<file path="config.mk">
export PLATFORM = sky130hd
export DESIGN_NAME = dac_serializer
export DESIGN_NICKNAME = d
export VERILOG_FILES = /design/src/rtl/dac_serializer.sv
export SDC_FILE = /design/constraint.sdc
export NUM_CORES = 1
export LEC_CHECK = 0
export CAP_MARGIN = 20
export CELL_PAD_IN_SITES_DETAIL_PLACEMENT = 2
export CELL_PAD_IN_SITES_GLOBAL_PLACEMENT = 2
export CORE_MARGIN = 2
export CORE_UTILIZATION = 25
export DETAILED_ROUTE_END_ITERATION = 12
export DONT_BUFFER_PORTS = 1
export PLACE_DENSITY_LB_ADDON = 0.2
export SETUP_SLACK_MARGIN = 0.1
export SYNTH_ARGS = -nofsm -noshare
export SYNTH_HDL_FRONTEND = slang
export SYNTH_SLANG_ARGS = --single-unit
</file>
<file path="constraint.sdc">
create_clock -name clk -period 3.5 [get_ports clk]
set_input_delay 0.7 -clock clk [delete_from_list [all_inputs] [get_ports clk]]
set_output_delay 0.7 -clock clk [all_outputs]
set_load 0.1 [all_outputs]
</file>
<file path="src/rtl/dac_serializer.sv">
`default_nettype none
// ============================================================================
// Module   : dac_serializer
// Desc     : Buffers 10-bit filter samples in a 4-entry FIFO and ships each
//            one to an SPI DAC as a 16-bit frame {CMD, sample, 2'b00}.
//            The DAC samples MOSI on sclk rising edges, and MOSI changes on
//            sclk falling edges.
// Revision : 1.0 - initial release
// ============================================================================
module dac_serializer #(
  parameter int unsigned CLK_DIV = 4,
  parameter int unsigned CS_GAP  = 2,
  parameter logic [3:0]  CMD     = 4'b0011
) (
  input  logic       clk,
  input  logic       reset,
  input  logic [9:0] y_n,
  input  logic       valid_out,
  input  logic       overflow_clr,
  output logic       dac_sclk,
  output logic       dac_mosi,
  output logic       dac_cs_n,
  output logic [2:0] fifo_level,
  output logic       busy,
  output logic       overflow
);

  typedef enum logic [1:0] {
    S_IDLE  = 2'd0,
    S_SHIFT = 2'd1,
    S_GAP   = 2'd2
  } state_t;

  localparam logic [7:0] DIV_LAST = 8'(CLK_DIV - 1);
  localparam logic [7:0] GAP_LAST = 8'(CS_GAP - 1);
  localparam logic [2:0] DEPTH    = 3'd4;

  // FIFO storage and bookkeeping
  logic [9:0]  mem_q [4];
  logic [1:0]  wr_ptr_q;
  logic [1:0]  rd_ptr_q;
  logic [2:0]  count_q;
  logic [2:0]  count_d;
  logic        ovf_q;

  // Frame sequencer state
  state_t      state_q;
  logic [7:0]  div_q;
  logic [7:0]  gap_q;
  logic [3:0]  fall_q;
  logic [14:0] shreg_q;     // bits still to be sent; bit 15 goes straight to MOSI
  logic        sclk_q;
  logic        mosi_q;
  logic        cs_n_q;
  logic        busy_q;

  logic        pop_d;
  logic        push_d;
  logic        drop_d;
  logic [15:0] frame_d;

  // A new frame starts from IDLE, or directly from the last GAP cycle so that
  // back-to-back frames see exactly CS_GAP high cycles on cs_n.
  always_comb begin
    pop_d = 1'b0;
    if (count_q != 3'd0) begin
      if (state_q == S_IDLE) begin
        pop_d = 1'b1;
      end else if ((state_q == S_GAP) && (gap_q == GAP_LAST)) begin
        pop_d = 1'b1;
      end
    end
  end

  // A full FIFO still accepts a sample when a pop frees a slot on the same edge.
  assign push_d  = valid_out && ((count_q != DEPTH) || pop_d);
  assign drop_d  = valid_out && (count_q == DEPTH) && !pop_d;
  assign frame_d = {CMD, mem_q[rd_ptr_q], 2'b00};

  // Occupancy next-state from the push/pop pair
  always_comb begin
    count_d = count_q;
    if (push_d && !pop_d) begin
      count_d = count_q + 3'd1;
    end else if (pop_d && !push_d) begin
      count_d = count_q - 3'd1;
    end
  end

  // Sample storage; contents are don't-care once pointers are reset
  always_ff @(posedge clk) begin
    if (push_d) begin
      mem_q[wr_ptr_q] <= y_n;
    end
  end

  // FIFO pointers (wrap naturally at 2 bits), level and sticky overflow flag
  always_ff @(posedge clk or posedge reset) begin
    if (reset) begin
      wr_ptr_q <= 2'd0;
      rd_ptr_q <= 2'd0;
      count_q  <= 3'd0;
      ovf_q    <= 1'b0;
    end else begin
      if (push_d) wr_ptr_q <= wr_ptr_q + 2'd1;
      if (pop_d)  rd_ptr_q <= rd_ptr_q + 2'd1;
      count_q <= count_d;
      if (drop_d) begin
        ovf_q <= 1'b1;
      end else if (overflow_clr) begin
        ovf_q <= 1'b0;
      end
    end
  end

  // Frame sequencer: load a frame, shift 16 bits on sclk falls, then hold cs_n high
  always_ff @(posedge clk or posedge reset) begin
    if (reset) begin
      state_q <= S_IDLE;
      div_q   <= 8'd0;
      gap_q   <= 8'd0;
      fall_q  <= 4'd0;
      shreg_q <= 15'd0;
      sclk_q  <= 1'b0;
      mosi_q  <= 1'b0;
      cs_n_q  <= 1'b1;
      busy_q  <= 1'b0;
    end else if (pop_d) begin
      state_q <= S_SHIFT;
      shreg_q <= frame_d[14:0];
      mosi_q  <= frame_d[15];
      cs_n_q  <= 1'b0;
      sclk_q  <= 1'b0;
      div_q   <= 8'd0;
      fall_q  <= 4'd0;
      busy_q  <= 1'b1;
    end else begin
      case (state_q)
        S_IDLE: begin
          busy_q <= 1'b0;
        end
        S_SHIFT: begin
          if (div_q == DIV_LAST) begin
            div_q <= 8'd0;
            if (!sclk_q) begin
              sclk_q <= 1'b1;
            end else begin
              sclk_q <= 1'b0;
              if (fall_q == 4'd15) begin
                cs_n_q  <= 1'b1;
                mosi_q  <= 1'b0;
                gap_q   <= 8'd0;
                state_q <= S_GAP;
              end else begin
                fall_q  <= fall_q + 4'd1;
                mosi_q  <= shreg_q[14];
                shreg_q <= {shreg_q[13:0], 1'b0};
              end
            end
          end else begin
            div_q <= div_q + 8'd1;
          end
        end
        S_GAP: begin
          if (gap_q == GAP_LAST) begin
            state_q <= S_IDLE;
            busy_q  <= 1'b0;
          end else begin
            gap_q <= gap_q + 8'd1;
          end
        end
        default: begin
          state_q <= S_IDLE;
          busy_q  <= 1'b0;
          cs_n_q  <= 1'b1;
          sclk_q  <= 1'b0;
          mosi_q  <= 1'b0;
        end
      endcase
    end
  end

  assign dac_sclk   = sclk_q;
  assign dac_mosi   = mosi_q;
  assign dac_cs_n   = cs_n_q;
  assign fifo_level = count_q;
  assign busy       = busy_q;
  assign overflow   = ovf_q;

endmodule
`default_nettype wire

</file>
### Word level (Yosys, flattened, before mapping)

Memories as Yosys holds them, arrays and structs flattened.
Cells that the tools add are included.

* output and inout port bits: 8
* register bits: 49
* memory bits (writable): 40
* word-level logic and storage cells: 116
* input bits: 14
* memories kept: 1

* equal/unequal tests: 19
* reduce and logical (&&, ||, !) cells: 25
* bitwise gates (word level): 1
* add/subtract/negate cells: 7
* mux-type cells: 50

Memory list
* mem_q: words 4, width 10, rd ports 1, clocked after memory_dff 0, wr ports 1, line 39 `logic [9:0] mem_q [4];`

Operators with widths (number)
* $mux W15: 5
* $mux W8: 7
* $mux W1: 20
* $mux W4: 5
* $add A8 B1 Y8 const B: 2
* $pmux W8 S2: 1
* $ne A2 B2 Y1 const B: 7
* $ne A3 B3 Y1 const B: 4
* $reduce_bool A2 Y1: 6
* $mux W2: 5
* $eq A8 B1 Y1 const B: 1
* $eq A8 B2 Y1 const B: 1
* $pmux W1 S2: 4
* $reduce_and A4 Y1: 2
* $logic_and A1 B1 Y1: 6
* $mux W3: 2
* $pmux W2 S3: 1
* $reduce_and A6 Y1: 1
* $reduce_and A5 Y1: 1
* $add A2 B1 Y2 const B: 2
* $add A4 B1 Y4 const B: 1
* $eq A4 B4 Y1 const B: 1
* $reduce_and A2 Y1: 2
* $add A3 B1 Y3 const B: 1
* 13 further kinds: 14

### Longest topological paths before layout

Gate-level depths: netlist of run 1.

* word-level depth: 11
* mapped depth: 13
* gate-level depth less buffers: 12

### Worst setup path before layout of run 1

Ideal clock, no wire load.

* kind: flip-flop to flip-flop
* from: reg count_q[2] (netlist: fifo_level[2])
* to: reg count_q[1] (netlist: fifo_level[1])
* setup slack: 0.399 ns
* library setup time: 0.126 ns
* arrival: 2.975 ns
* cell stages (with the launch flop): 10
* required time: 3.374 ns
* path buffers: 1
* period minus slack after synthesis: 3.101 ns
* path through: dfrtp_1 > nor3_1 > or2_2 > nor2_2 > inv_1 > clkbuf_1 > ha_1 > inv_1 > fa_1 > mux2_2

* elaborated cells on any way between the ends: 11
* those cells by class: eq/ne: 1; mux: 2; reduce/logical: 8

RTL lines
* start, declared: line 42 `logic [2:0] count_q;`
* start signal, assigned: line 107 `count_q <= count_d;`
* $reduce_bool A3 Y1: line 66 `if (count_q != 3'd0) begin`
* $mux W1: line 66
* $logic_or A1 B1 Y1: line 76 `assign push_d = valid_out && ((count_q != DEPTH) || pop_d);`
* $logic_and A1 B1 Y1: line 76
* $logic_and A1 B1 Y1 (*): line 83 `if (push_d && !pop_d) begin`
* $mux W3 (*): line 83
* net count_d[1]: line 43 `logic [2:0] count_d;`

The timed path passes the listed nets; every way through them passes the cells marked *.
A chain may end at the register's enable or synchronous reset.

### Worst setup path after layout of run 1

* from: reg gap_q[1]
* to: reg count_q[1] (netlist: fifo_level[1])

* elaborated cells on any way between the ends: 13
* those cells by class: eq/ne: 1; mux: 4; reduce/logical: 8

RTL lines
* start, declared: line 49 `logic [7:0] gap_q;`
* start signal, assigned: line 169 `gap_q <= gap_q + 8'd1;`
* $eq A8 B1 Y1 (*): line 69 `end else if ((state_q == S_GAP) && (gap_q == GAP_LAST)) begin`
* $logic_and A1 B1 Y1 (*): line 69
* $mux W1 (*): line 69
* $mux W1 (*): line 67 `if (state_q == S_IDLE) begin`
* $mux W1 (*): line 66
* $logic_or A1 B1 Y1: line 76
* $logic_and A1 B1 Y1: line 76
* $logic_and A1 B1 Y1 (*): line 83
* $mux W3 (*): line 83
* net count_d[1]: line 43

Marked as above.

==> results of run 1 <==
through the flow:
stage	worst slack (ns)	hold slack (ns)	util	std cells	area, sq um
floorplan	0.399	0.478	-	308	3950
global placement	0.771	0.504	0.275	514	4220
detailed placement	0.600	0.506	0.277	515	4240
CTS	0.599	0.170	0.296	530	4530
global route	0.358	0.186	0.296	530	4530
finish	0.663	0.175	0.296	530	4530
worst max-delay path, stage by stage (launching register included):
cell and delay, ns:
dfrtp_1 0.41, inv_1 0.07, ha_1 0.15, nor4b_1 0.38
a21boi_1 0.20, nor2_2 0.41, inv_1 0.12, ha_1 0.23
inv_1 0.07, fa_1 0.41, mux2_2 0.27
Yosys cell counts (2+ instances only):
library cell,count,share of area
o2bb2ai_1,2,0.0044
mux4_2,10,0.057
o31ai_1,3,0.0057
nand2_1,10,0.0095
xor2_1,6,0.013
or2_2,2,0.0032
a21oi_1,7,0.0089
nand4_1,5,0.0079
nor3_1,16,0.020
or3_1,4,0.0063
or4_1,2,0.0038
edfxtp_1,40,0.30
nand3_1,23,0.029
ha_1,9,0.029
a31oi_1,10,0.016
mux2i_1,2,0.0051
buf_2,4,0.0051
o2111ai_1,3,0.0067
nor2_1,10,0.0095
nand2b_1,4,0.0063
nor2b_1,3,0.0048
and3b_1,4,0.0089
o211ai_1,3,0.0057
xnor2_1,4,0.0089
o21ai_0,19,0.024
inv_1,12,0.011
clkbuf_1,9,0.0086
o221ai_1,2,0.0044
dfrtp_1,46,0.29
and3_1,4,0.0063
a21o_1,4,0.0076
mux2_2,3,0.0086
a22o_1,2,0.0044
logic make-up after synthesis:
logic type,after synthesis,synth area share
AND/OR/NAND/NOR,96,0.138
flip-flops,87,0.603
AO/OA/AOI/OAI,64,0.106
buffers and inverters,26,0.0260
multiplexers,15,0.0707
XOR/XNOR,10,0.0222
adder cells (fa/ha/maj),10,0.0336
metal layers:
metal  vias up  wire (um)  global-route usage
li1       1188          -                   -
met1      1302       4090               0.145
met2        33       4870               0.217
met3         6        358              0.0396
met4         0        121              0.0474
met5         -          0                   0
report_power, final:
| group | total [uW] | internal, uW | switching (uW) |
|---|---|---|---|
| logic | 1280 | 490 | 788 |
| registers | 1730 | 1360 | 374 |
| clock network | 967 | 555 | 412 |
| total | 3970 | 2400 | 1570 |
layout make-up:
| class | instances | area [sq um] | area share |
|---|---|---|---|
| repair buffers | 10 | 87.6 | 0.0193 |
| flip-flops and latches | 87 | 2380 | 0.525 |
| multi-input cells | 195 | 1460 | 0.323 |
| inverters | 12 | 45.0 | 0.00993 |
| well taps | 211 | 264 | 0.0582 |
| clock inverters | 6 | 70.1 | 0.0155 |
| clock buffers | 9 | 225 | 0.0497 |
worst min-delay path by stage:
stage / end / slack [ns] / cells after the start
after floorplan: shreg_q[13] / 0.48 / 2
after global placement: shreg_q[13] / 0.50 / 2
after detailed placement: shreg_q[13] / 0.51 / 2
after CTS: fifo_level[1] / 0.17 / 1
after global routing: fifo_level[1] / 0.19 / 1
final: shreg_q[2] / 0.17 / 1
state kept, by name, indices dropped and copies added (netlist names):
name / cells
busy: 1
state_q: 2
dac_sclk: 1
shreg_q: 13
fifo_level: 3
dac_mosi: 1
rd_ptr_q: 2
mem_q: 40
overflow: 1
dac_cs_n: 1
gap_q: 8
fall_q: 4
div_q: 8
wr_ptr_q: 2
==> metrics.md, run 1 <==
| Metric | Value |
|---|---|
| Global Route Usage Sum | 0.125 |
| PD cells | 877 mW/mm^2 |
| Core Area | 0.0153 sq mm |
| # IOs | 22 |
| GPL Wtd Cong | 0.671 |
| Final Power | 3970 uW |
| Pin count of the biggest net entering global routing | 37 |
| Sequential area share after synthesis | 0.603 |
| Synth Net Count | 332 |
| Vias | approximately 2500 |
| Commonest non-fill, non-tap cell in the layout | dfrtp_1 |
| Worst r2r path cells | 10 |
| Area delta synth->final | 14.9% |
| Max Clock Skew | 0.0136 ns |
| DRC violations left | 0 |
| FILL cells | 1651 |
| Die Height | 130 um |
| R2R setup slack | 0.66 ns |
| Num rows | 45 |
| Layout Nets | between 300 and 400 |
| Hpwl dp | approximately 6400 um |
| WL per Instance | 17.8 um |
| Post-CTS Setup Bufs | 0 |
| TritonRoute pass-1 iters | 4 |
| Worst setup EP type | register |
| FFs w/ async S/R, synth | 0.540 |
| CP endpoint | fifo_level[1] |
| Post-Syn Instances | 308 |
| Cts hold-fix bufs | 0 |
| Max_cap viols | 0 |
| Most frequent cells in the layout | dfrtp_1 (46), edfxtp_1 (40), nand3_1 (23) |
| CTS resizes | 0 |
| Actual slew at the worst max-slew pin | 0.929 ns |
| Final wirelength | 9440 um |
| Final Hold Violating Endpoints | 0 |
| Avg Cell Area, Syn | 12.8 sq um |
| Peak supply drop | around 0.35 mV |
| Static Leak | 0.00172 uW |
| ANT nets after route | 0 |
| Post-synth EDFFs | 40 |
| DIE AREA | roughly 0.017 sq mm |
| Synthesis-stage register bit count | 87 |
| # diodes | 0 |
| 1st-iter DRT viols | 125 |
| Total gr overflow | 0 |
| Critical path type | register to register |
| Worst endpoint required time | 3.73 ns |
| Crit-path max FO | 8 |
| Initial core utilization | 0.258 |
| Setup crit start kind | register |
| Predominant post-synthesis flop cell | dfrtp_1 |
| Htree depth | 3 |
| Clock root buffer | clkbuf_16 |
| Status | finished, final reports clean |
| Yosys warning total | 0 |
| TritonCTS clock tree | done |
| Clock sinks | 87 |
| Antenna violations before repair | 0 |
| Routed vias/inst | 4.77 |
| Hold Crit Class | primary input to asynchronous set/reset pin |
| Die X | around 130 um |
| Arr. time, crit path | 3.07 ns |
| Slew Limit Fails | 0 |
| Clock tree buffer depth | 2 |
| TritonCTS Buffers | 9 |
| Slew headroom | 0.381 |
| Worst setup startpoint | gap_q[1] |
| # setup viols final | 0 |
| IO Port Bufs | 0 |
| Final min period | approximately 2.8 ns |
| Synth cell types | 54 |
| Number of global-route vias before repair | around 2900 |
| Clk pin slew, worst setup/hold paths | approximately 0.070 ns |
| Synthesized cell area | 0.00395 sq mm |
| Skew-Pair Late Insertion Delay | 0.35 ns |
| Layout cell share with drive strength beyond 1 | 0.141 |
| Fmax achieved | 352 MHz |
| Fin Setup TNS | 0 ns |
| R2r startpoint | gap_q[1] |
| First-pass GRT wire length | 15700 um |
| Reg2reg end | fifo_level[1] |
| RSZ-0062 raised after global routing | false |
| Tcrit/Tclk final | 0.811 |
No activity file was read; power rests on OpenSTA's default activity.
==> run 2: changes to the inputs <==
==> constraint.sdc (replaced) <==
create_clock -name clk -period 2.8 [get_ports clk]
set_input_delay 0.56 -clock clk [delete_from_list [all_inputs] [get_ports clk]]
set_output_delay 0.56 -clock clk [all_outputs]
set_load 0.1 [all_outputs]
==> run 2 against run 1 <==
  * Flip-flop and latch count stayed put
  * Global-route usage hardly changed
  * Non-clock buffer count is 12 higher
  * Critical endpoint is now fifo_level[2]
  * Critical path type unchanged
  * First-iteration DRC count is 49% lower
  * Count of clock-buffer cells in the layout stayed put
  * Combinational power is 34% higher
==> metrics.md, run 2 (same netlist as run 1, synthesis figures left out) <==
| Metric | Value |
|---|---|
| Status | finished, final reports clean |
| Crit-path max FO | 4 |
| # IOs | 22 |
| First-pass GRT wire length | 15700 um |
| Actual slew at the worst max-slew pin | approximately 0.94 ns |
| Htree depth | 3 |
| Routed vias/inst | approximately 4.7 |
| Largest register FFs | 40 |
| WL per Instance | about 18 um |
| Max Clock Skew | 0.00506 ns |
| Worst setup startpoint | gap_q[1] |
| Num rows | 45 |
| Die Height | ~130 um |
| Final Hold Violating Endpoints | 0 |
| Vias | 2575 |
| Clock sinks | 87 |
| Hpwl dp | between 6000 and 7000 um |
| Hold Crit Class | primary input to register |
| Arr. time, crit path | 2.80 ns |
| Slew headroom | 0.373 |
| Global Route Usage Sum | 0.125 |
| Critical path type | register to register |
| Area delta synth->final | 17.8% |
| Skew-Pair Late Insertion Delay | between 0.3 and 0.4 ns |
| DIE AREA | between 0.015 and 0.02 sq mm |
| PD cells | 1090 mW/mm^2 |
| IO Port Bufs | 0 |
| Post-place instance area | 0.00432 sq mm |
| FILL cells | 1658 |
| Antenna violations before repair | 0 |
| Initial core utilization | 0.258 |
| RSZ-0062 raised after global routing | false |
| R2r startpoint | gap_q[1] |
| Fmax achieved | 396 MHz |
| Max_cap viols | 0 |
| Die X | around 130 um |
| Hold path startpoint | y_n[4] |
| # diodes | 0 |
| Setup crit start kind | register |
| # setup viols final | 0 |
| Pre-CTS setup slack | 0.134 ns |
| Core Area | around 0.015 sq mm |
| Layout Nets | 351 |
| Fin worst setup slack | 0.272 ns |
| Most frequent cells in the layout | dfrtp_1 (43), edfxtp_1 (40), nand3_1 (23) |
| Peak supply drop | 0.467 mV |
| 1st-iter DRT viols | 64 |
| Finished Cell Area | between 0.004 and 0.005 sq mm |
| DRC violations left | 0 |
| Final wirelength | around 9600 um |
| Final Power | 5060 uW |
| Worst setup EP type | register |
| GPL Wtd Cong | 0.690 |
| Commonest non-fill, non-tap cell in the layout | dfrtp_1 |
| Pin count of the biggest net entering global routing | 46 |
| Number of global-route vias before repair | 2865 |
| Clk pin slew, worst setup/hold paths | ~0.070 ns |
| Largest regs | mem_q: 40 flops, shreg_q: 13 flops |
| Fin Setup TNS | 0 ns |
| Post-CTS Setup Bufs | 0 |
| ANT nets after route | 0 |
| Clock tree buffer depth | 2 |
| Clock root buffer | clkbuf_16 |
| Slew Limit Fails | 0 |
| TritonCTS Buffers | 9 |
| Layout cell share with drive strength beyond 1 | 0.190 |
| Biggest register | mem_q |
| TritonCTS clock tree | done |
| Tcrit/Tclk final | 0.903 |
| Total gr overflow | 0 |
| TritonRoute pass-1 iters | 4 |
| Final min period | 2.53 ns |
| Static Leak | 0.00178 uW |
| Worst endpoint required time | 3.08 ns |
run 2: cell count changes in the layout (fill, tap and decap cells not counted), moves of 2 or more:
cell and delta:
buf_4 +11, dfrtp_1 -3, inv_6 +2, dfrtp_4 +2
run 2: per-layer routing:
metal  up-vias  global-route usage  wire [um]  share of wire
met4         0              0.0361        120          0.013
met3         6              0.0487        383          0.040
met5         -                   0          0              0
li1       1206                   -          -              -
met1      1335               0.150       4240           0.44
met2        28               0.208       4820           0.50
run 2: where the power goes:
group | switching, uW | internal (uW)
combinational | 1030 | 683
clock | 571 | 631
sequential | 441 | 1700
run 2: critical path, cell delays in order (launching register included):
cell and delay [ns]:
dfrtp_1 0.41, inv_1 0.07, ha_1 0.16, nor4b_4 0.26, a21boi_2 0.12, o211a_1 0.24
nor2b_1 0.12, ha_1 0.20, inv_1 0.06, fa_1 0.38, xor2_1 0.17, nor2_1 0.11
xor2_1 0.14
run 2: repair_timing:
action                                  4_1_cts  5_1_grt
endpoints found under the setup margin        0        2
resized for setup                             0        4
endpoints found under the hold margin         2        0
hold buffers                                  1        0
run 2: per-stage QoR:
step | hold slack, ns | utilization | instances
floorplan | 0.478 | - | 308
global placement | 0.299 | 0.282 | 526
detailed placement | 0.301 | 0.282 | 526
CTS | 0.279 | 0.302 | 543
global route | 0.272 | 0.304 | 543
finish | 0.299 | 0.304 | 543
run 2: cell type report:
type                    count  area (sq um)  area share
clock buffers               9           225      0.0485
clock inverters             7          72.6      0.0156
inverters                  12          45.0     0.00969
multi-input cells         195          1480       0.319
flip-flops and latches     87          2390       0.514
well taps                 211           264      0.0568
repair buffers             22           171      0.0369
run 2: worst paths after layout:
kind / endpoint / slack [ns] / cells past startpoint
worst max-delay path: fifo_level[2] / 0.27 / 12
min in group asynchronous: overflow / 0.51 / 2
worst max register to register: fifo_level[2] / 0.27 / 12
worst min register to register: shreg_q[13] / 0.53 / 2
worst min-delay path: mem_q[3][4] / 0.30 / 0
max in group asynchronous: fifo_level[2] / 1.47 / 3
